File: src/rtl/arb_pkg.sv
// Shared types and helpers for the three-requester output arbiter.
package arb_pkg;

    localparam int NumReq = 3;

    typedef enum logic [1:0] {
        IDLE    = 2'd0,
        GRANT   = 2'd1,
        RELEASE = 2'd2
    } arb_state_e;

    typedef logic [1:0] req_idx_t;

    function automatic req_idx_t next_idx(input req_idx_t idx);
        req_idx_t nxt;
        if (idx >= req_idx_t'(NumReq - 1)) begin
            nxt = '0;
        end else begin
            nxt = idx + 2'd1;
        end
        return nxt;
    endfunction

    function automatic req_idx_t onehot_to_idx(input logic [NumReq-1:0] oh);
        req_idx_t idx;
        idx = '0;
        for (int i = 0; i < NumReq; i++) begin
            if (oh[i]) begin
                idx = req_idx_t'(i);
            end
        end
        return idx;
    endfunction

endpackage

File: src/rtl/output_arbiter_rr_picker.sv
// Combinational round-robin picker: first set request scanning upward from ptr, wrapping.
module rr_picker
    import arb_pkg::*;
(
    input  logic [NumReq-1:0] req,
    input  req_idx_t          ptr,
    output logic [NumReq-1:0] winner,
    output logic              valid
);

    always_comb begin
        int base;
        int j;
        winner = '0;
        valid  = 1'b0;
        base   = (int'(ptr) >= NumReq) ? 0 : int'(ptr);
        j      = 0;
        for (int i = 0; i < NumReq; i++) begin
            j = base + i;
            if (j >= NumReq) begin
                j = j - NumReq;
            end
            if (!valid && req[j]) begin
                winner[j] = 1'b1;
                valid     = 1'b1;
            end
        end
    end

endmodule

File: src/rtl/output_arbiter.sv
// Three-requester arbiter with minimum hold and registered grant/data outputs.
// Define ARB_TIMEOUT_EN to revoke a grant that reaches TimeoutCycles while others wait.
//
// state   | meaning
// IDLE    | no owner; arbitrates on any request
// GRANT   | owner holds gnt_o, d_o follows its data bit, hold counter runs
// RELEASE | one-cycle gap with gnt_o=0; ptr advances past the old owner
module output_arbiter
    import arb_pkg::*;
#(
    parameter int HoldCycles    = 8,
    parameter int TimeoutCycles = 64
) (
    input  logic              clk_i,
    input  logic              reset_i,
    input  logic [NumReq-1:0] req_i,
    input  logic [NumReq-1:0] data_i,
    output logic [NumReq-1:0] gnt_o,
    output logic              d_o,
    output logic              busy_o
);

    localparam int CntW = (TimeoutCycles > 1) ? $clog2(TimeoutCycles) : 1;
    localparam logic [CntW-1:0] CntMax   = CntW'(TimeoutCycles - 1);
    localparam logic [CntW-1:0] HoldLast = CntW'(HoldCycles - 1);

    arb_state_e        state_q, state_d;
    req_idx_t          owner_q, owner_d;
    req_idx_t          ptr_q, ptr_d;
    logic [CntW-1:0]   cnt_q, cnt_d;
    logic [NumReq-1:0] gnt_q, gnt_d;
    logic              d_q, d_d;
    logic              busy_q, busy_d;

    req_idx_t          pick_ptr;
    logic [NumReq-1:0] pick_winner;
    logic              pick_valid;
    logic              timeout_hit;

    // The exit edge of RELEASE arbitrates with the already-advanced pointer,
    // so a waiting requester sees only the single RELEASE cycle as a gap.
    assign pick_ptr = (state_q == RELEASE) ? next_idx(owner_q) : ptr_q;

    rr_picker u_picker (
        .req    (req_i),
        .ptr    (pick_ptr),
        .winner (pick_winner),
        .valid  (pick_valid)
    );

`ifdef ARB_TIMEOUT_EN
    logic others_req;
    assign others_req  = |(req_i & ~gnt_q);
    assign timeout_hit = (cnt_q == CntMax) && others_req;
`else
    assign timeout_hit = 1'b0;
`endif

    always_comb begin
        state_d = state_q;
        owner_d = owner_q;
        ptr_d   = ptr_q;
        cnt_d   = cnt_q;
        gnt_d   = gnt_q;
        d_d     = d_q;
        busy_d  = busy_q;

        case (state_q)
            IDLE, RELEASE: begin
                if (state_q == RELEASE) begin
                    ptr_d = next_idx(owner_q);
                end
                cnt_d = '0;
                if (pick_valid) begin
                    state_d = GRANT;
                    owner_d = onehot_to_idx(pick_winner);
                    gnt_d   = pick_winner;
                    d_d     = 1'b0;
                    busy_d  = 1'b1;
                end else begin
                    state_d = IDLE;
                    gnt_d   = '0;
                    d_d     = 1'b0;
                    busy_d  = 1'b0;
                end
            end

            GRANT: begin
                if ((!req_i[owner_q] && (cnt_q >= HoldLast)) || timeout_hit) begin
                    state_d = RELEASE;
                    gnt_d   = '0;
                    d_d     = 1'b0;
                    busy_d  = 1'b1;
                end else begin
                    d_d    = data_i[owner_q];
                    busy_d = 1'b1;
                    if (cnt_q != CntMax) begin
                        cnt_d = cnt_q + CntW'(1);
                    end
                end
            end

            default: begin
                state_d = IDLE;
                gnt_d   = '0;
                d_d     = 1'b0;
                busy_d  = 1'b0;
                cnt_d   = '0;
            end
        endcase
    end

    always_ff @(posedge clk_i or posedge reset_i) begin
        if (reset_i) begin
            state_q <= IDLE;
            owner_q <= '0;
            ptr_q   <= '0;
            cnt_q   <= '0;
            gnt_q   <= '0;
            d_q     <= 1'b0;
            busy_q  <= 1'b0;
        end else begin
            state_q <= state_d;
            owner_q <= owner_d;
            ptr_q   <= ptr_d;
            cnt_q   <= cnt_d;
            gnt_q   <= gnt_d;
            d_q     <= d_d;
            busy_q  <= busy_d;
        end
    end

    assign gnt_o  = gnt_q;
    assign d_o    = d_q;
    assign busy_o = busy_q;

endmodule
File: config.mk
export PLATFORM = sky130hd
export DESIGN_NAME = output_arbiter
export DESIGN_NICKNAME = d
export VERILOG_FILES = /design/src/rtl/arb_pkg.sv /design/src/rtl/output_arbiter_rr_picker.sv /design/src/rtl/output_arbiter.sv
export SDC_FILE = /design/constraint.sdc
export NUM_CORES = 1
export LEC_CHECK = 0
export ABC_AREA = 1
export CAP_MARGIN = 20
export CORE_MARGIN = 2
export CORE_UTILIZATION = 54
export DETAILED_ROUTE_END_ITERATION = 8
export GPL_TIMING_DRIVEN = 0
export PLACE_DENSITY_LB_ADDON = 0.12
export SYNTH_ARGS = -nofsm -noshare
export SYNTH_HDL_FRONTEND = slang
export SYNTH_SLANG_ARGS = --single-unit
File: constraint.sdc
create_clock -name clk_i -period 2.1 [get_ports clk_i]
set_input_delay 0.315 -clock clk_i [delete_from_list [all_inputs] [get_ports clk_i]]
set_output_delay 0.315 -clock clk_i [all_outputs]
set_load 0.01 [all_outputs]
# --- Word level (Yosys, flattened, before mapping) ---
# Index checks and enable logic that the tools add are counted.
totals:
  reg_bits: 17
  elab_cells: 94
  in_bits: 8
  out_inout_bits: 5
op_classes:
  n_lt_le_gt_ge: 13
  bitwise_logic: 2
  add_sub_neg: 7
  eq_ne: 6
  reduce_logical: 13
  n_mux: 46
ops:
  columns: ["operator", "count"]
  rows:
  - ["32-bit by 1-bit greater-or-equal comparator with 1-bit output (second input constant)", 3]
  - ["32-bit by 3-bit greater-or-equal comparator with 1-bit output (second input constant)", 3]
  - ["32-bit by 4-bit < comparator with 1-bit output (second input constant)", 3]
  - ["32-bit two-way mux", 3]
  - ["32-bit by 3-bit subtractor with 32-bit output (second input constant)", 3]
  - ["32-bit by 2-bit adder with 32-bit output (second input constant)", 1]
  - ["32-bit by 3-bit adder with 32-bit output (second input constant)", 1]
  - ["1-bit two-way mux", 19]
  - ["6-bit two-way mux", 3]
  - ["3-bit two-way mux", 5]
  - ["1-bit binary-select mux with 2-bit select", 5]
  - ["2-bit two-way mux", 5]
  - ["6-bit by 1-bit adder with 6-bit output (second input constant)", 1]
  - ["1-bit demux with 2-bit select", 3]
  - ["6-bit by 3-bit greater-or-equal comparator with 1-bit output (second input constant)", 1]
  - ["1-bit logical AND", 6]
  - ["2-bit != test (second input constant)", 3]
  - ["6-bit != test (second input constant)", 1]
  - ["3-bit OR", 2]
  - ["3-bit one-hot mux with 2 select lines", 1]
  - ["2-bit greater-or-equal comparator (second input constant)", 2]
  - ["2-bit one-hot mux with 2 select lines", 1]
  - ["2-bit AND reduction", 2]
  - ["1-bit logical NOT", 3]
  - ["7 further kinds", 7]

# --- Depth between registers and ports, before layout ---
depth:
  ltp_word: 19
  ltp_mapped: 16
  mapped_depth_nobuf: 16

# --- Cells and area by module ---
# Synthesis repeated with hierarchy kept, for this count alone.
hier_totals:
  hier_cells: 161
  area_unflattened_um2: 1234.9
modules_own_cells:
  columns: ["mod", "area_per_inst_um2", "seq_area_each_um2", "n_inst", "cells_each"]
  rows:
  - ["output_arbiter", 958.4, 425.4, 1, 111]
  - ["rr_picker", 276.5, 0.0, 1, 50]

# --- Least setup slack after synthesis ---
# Ideal clock, no wire load.
synth_timing:
  kind: "reg2reg"
  from: "register state_q[0]"
  to: "register owner_q[0]"
  t_required_ns: 1.983
  stages_incl_launch_ff: 14
  setup_slack_ns: 0.183
  synth_period_minus_slack_ns: 1.917
  path_buffers: 0
  t_arrival_ns: 1.799
  cell_sequence: "dfrtp_1 nor2_1 o21ai_0 o21ai_0 inv_1 ha_1 nand2_1 nand3_2 nand2_2 nand3_1 nor2_1 nor2_1 nand3_1 nand2_1"
synth_between:
  elab_chain_cells: 18
  elab_cells_between_ends: 56
  classes_between: "5 x add/sub; 10 x order compare; 1 x eq/ne; 28 x mux; 2 x bitwise; 10 x reduce/logical"
synth_rtl:
  columns: ["element", "line", "rtl"]
  rows:
  - ["start, declared", "output_arbiter.sv:27", "arb_state_e state_q, state_d;"]
  - ["start signal, assigned", "output_arbiter.sv:123", "state_q <= state_d;"]
  - ["2-bit == test (*)", "output_arbiter.sv:42", "assign pick_ptr = (state_q == RELEASE) ? next_idx(owner_q) : ptr_q;"]
  - ["2-bit two-way mux (*)", null, null]
  - ["net pick_ptr[0]", "output_arbiter.sv:35", "req_idx_t pick_ptr;"]
  - ["2-bit greater-or-equal comparator", "output_arbiter_rr_picker.sv:16", "base = (int'(ptr) >= NumReq) ? 0 : int'(ptr);"]
  - ["2-bit two-way mux (*)", "output_arbiter_rr_picker.sv:16", null]
  - ["parallel branches: the longest is 14 deep, another holds 32-bit by 2-bit adder with 32-bit output", null, null]
  - ["end signal, assigned", "output_arbiter.sv:124", "owner_q <= owner_d;"]
  - ["end, declared", "output_arbiter.sv:28", "req_idx_t owner_q, owner_d;"]
# Mark *: on every way through the listed nets, which the timed path passes. The select of a mux whose other input is x is not followed.
# A chain may end at the register's enable or synchronous reset.

# --- Worst setup path after layout ---
layout_timing:
  from: "register state_q[1]"
  to: "register gnt_q[2], in the netlist gnt_o[2]"
layout_between:
  elab_chain_cells: 18
  elab_cells_between_ends: 57
  classes_between: "5 x add/sub; 10 x order compare; 3 x eq/ne; 28 x mux; 2 x bitwise; 9 x reduce/logical"
layout_rtl:
  columns: ["element", "line", "rtl"]
  rows:
  - ["2-bit == test (*)", "output_arbiter.sv:42", null]
  - ["2-bit two-way mux (*)", null, null]
  - ["net pick_ptr[1]", "output_arbiter.sv:35", null]
  - ["2-bit greater-or-equal comparator", "output_arbiter_rr_picker.sv:16", null]
  - ["2-bit two-way mux (*)", "output_arbiter_rr_picker.sv:16", null]
  - ["parallel branches: the longest is 12 deep, another holds 32-bit by 2-bit adder with 32-bit output", null, null]
  - ["3-bit two-way mux (*)", "output_arbiter.sv:74", "if (pick_valid) begin"]
  - ["3-bit one-hot mux with 2 select lines (*)", "output_arbiter.sv:68", "case (state_q)"]
  - ["end signal, assigned", "output_arbiter.sv:127", "gnt_q <= gnt_d;"]
  - ["end, declared", "output_arbiter.sv:31", "logic [NumReq-1:0] gnt_q, gnt_d;"]
# Marked as above.

==> results.md <==
- Drt drc: 0
- Final ANT Viol Nets: 0
- Layout cell share with drive strength beyond 1: 0.294
- Synth cell types: 22
- Tot GR Track Use: 0.224
- Max layer used: met4
- Period utilization: 0.977
- Final Skew: 0.00204 ns
- #FFs+latches synth: 17
- Leak pwr: 0.770 nW
- Synthesized area: 0.00111 mm²
- Clk pin slew, worst setup/hold paths: 0.11 ns
- DR vias: 1155
- Initial core utilization: 0.572
- Root buf cell: clkbuf_4
- Antenna cells: 0
- Met1 Wirelength: 1190 µm
- Total Nets Final: 201
- Outcome: finished, final reports clean
- Die Y: 49.3 µm
- P&R area growth vs syn: 36.4%
- CP Capture Type: flop
- Worst Setup Slack, final: 0.0476 ns
- Final hold viol count: 0
- Fin util: 0.780
- Number of global-route vias before repair: 1008
- Port Buffers: 12
- Global-route wire length before repair: 4210 µm
- Routed wl met3: 177 µm
- Power per cell area: 1410 mW/mm²
- H-tree levels: 1
- Max_cap viols: 0
- Slew HR: 0.585
- DR iter-0 viols: 31
- Worst setup SP type: flop
- CTS tree: done
- DIE AREA: 0.00243 mm²
- Worst Hold Class: input port to asynchronous set/reset pin
- FF-to-FF path depth: 12
- Critical path arrival: 2.25 ns
- Reg2Reg Setup Slack: 0.05 ns
- Final setup vio count: 0
- Crit path kind: flop to flop
- Fin area: 0.00151 mm²
- Reg2reg end: gnt_o[2]
- CP Max Fanout: 4
- Initial antenna violation count: 0
- DR WL/cell: 13.2 µm
- Clk_lat worst skew: 0.30 ns
- Register area share after synthesis: 0.383
- FMAX: 0.487 GHz
- Wire length on met2: 1400 µm
- Final WL: 2830 µm
- Chip Width: 49.3 µm
- Core Box Area: 0.00194 mm²
- Synthesized Nets: 173
- CTS buffer count: 3
- Most common cell after layout, fill and taps aside: nand2_1
- Crit path time final: 2.05 ns
- Commonest cells after routing, fill and taps aside: nand2_1, inv_1, dfrtp_1, nand3_1, clkdlybuf4s50_1
- Syn Inst Count: 160
- Max VDD drop: 970 µV
- Via/cell ratio: 5.40
- Largest net degree at the start of global routing: 18
- Total congestion overflow: 0
- TritonCTS Sinks: 17
- Avg Inst Size Synth: 6.94 µm²
- Sum Neg Setup Slack: 0 ns
- YS warnings: 0
- Total power: 2.14 mW
- FP Rows: 16
- Place WS: -0.149 ns
- Clock buffer depth: 2
- Worst-margin pin slew: 0.622 ns
- DP Area: 0.00126 mm²
- Count of final max-slew check failures: 0
- GP Congestion: 0.906
- IO Pins: 13
- Worst R2R Start: state_q[1]
- HPWL after DPL: 1780 µm
- DRT Pass-1 Iters: 7
- Worst EP required: 2.30 ns
[kinds of logic (layout without fill, tap and decap cells)]
logic type,after synthesis,after routing,synth area share
buf+inv,29,56,0.0981
compound gates,15,15,0.0778
simple gates,93,93,0.377
flops,17,17,0.383
fa+ha+maj,5,5,0.0564
xor+xnor,1,1,0.00789
[stage by stage]
step	instances	hold WS, ns
3_5_place_dp	199	0.465
4_1_cts	207	0.420
5_1_grt	214	0.431
6_report	214	0.385
3_3_place_gp	199	0.461
2_1_floorplan	160	0.241
[flip-flops by register name, indices dropped and copies added (netlist names)]
signal,count
cnt_q,6
gnt_o,3
owner_q,2
ptr_q,2
state_q,2
busy_o,1
d_o,1
[metal layers]
layer	vias up	global-route usage
met5	-	0
met4	0	0.0857
met3	8	0.0521
met2	46	0.365
met1	542	0.286
li1	559	-
[worst max-delay path, cell delays in order (launching register included)]
cell     delay (ns)
dfrtp_1        0.41
inv_2          0.08
nor2_4         0.05
buf_4          0.14
o21ai_4        0.23
ha_4           0.26
buf_4          0.14
nand2_2        0.09
nand3_2        0.13
nand3_2        0.13
nor2_4         0.05
o21ai_2        0.16
nand2_1        0.07
[where the power goes]
group / internal, mW / switching [mW]
sequential: 0.446 / 0.0964
clock: 0.0711 / 0.114
combinational: 0.594 / 0.819
total: 1.11 / 1.03
[repair_timing]
item / 4_1_cts / 5_1_grt
endpoints found under the setup margin: 5 / 7
setup buffers: 4 / 7
pin swaps: 2 / 7
hold buffers: 0 / 0
resized for setup: 5 / 30
[worst max-delay path by stage]
stage               start    endpoint  slack, ns  depth (start not counted)
2_1_floorplan  state_q[0]  owner_q[0]       0.18                         13
3_3_place_gp   state_q[0]  owner_q[1]      -0.08                         12
3_5_place_dp   state_q[0]    gnt_o[2]      -0.15                         12
4_1_cts        state_q[0]    gnt_o[2]      0.007                         11
5_1_grt        state_q[1]  owner_q[0]      -0.08                         14
6_report       state_q[1]    gnt_o[2]       0.05                         12
[final cells by class]
cell class	instances	area, µm²
timing repair buffer	23	203
clock inverter	1	5.00
multi-input combinational	114	713
fill	134	428
inverter	29	111
clock buffer	3	22.5
tap	27	33.8
sequential	17	425
[synth_stat cells, drive strengths merged]
cell type   n  area (µm²)
o21a        1        7.51
or2         1        6.26
a21oi       2        10.0
o21ai      11        62.6
xor2        1        8.76
ha          5        62.6
nand4       2        12.5
nor3        1        5.00
dfrtp      17         425
a31oi       1        6.26
nand2      53         216
nor2       14        57.6
nand3      22         120
inv        28         105
clkinv      1        3.75
Power figures use the tool's default switching activity.
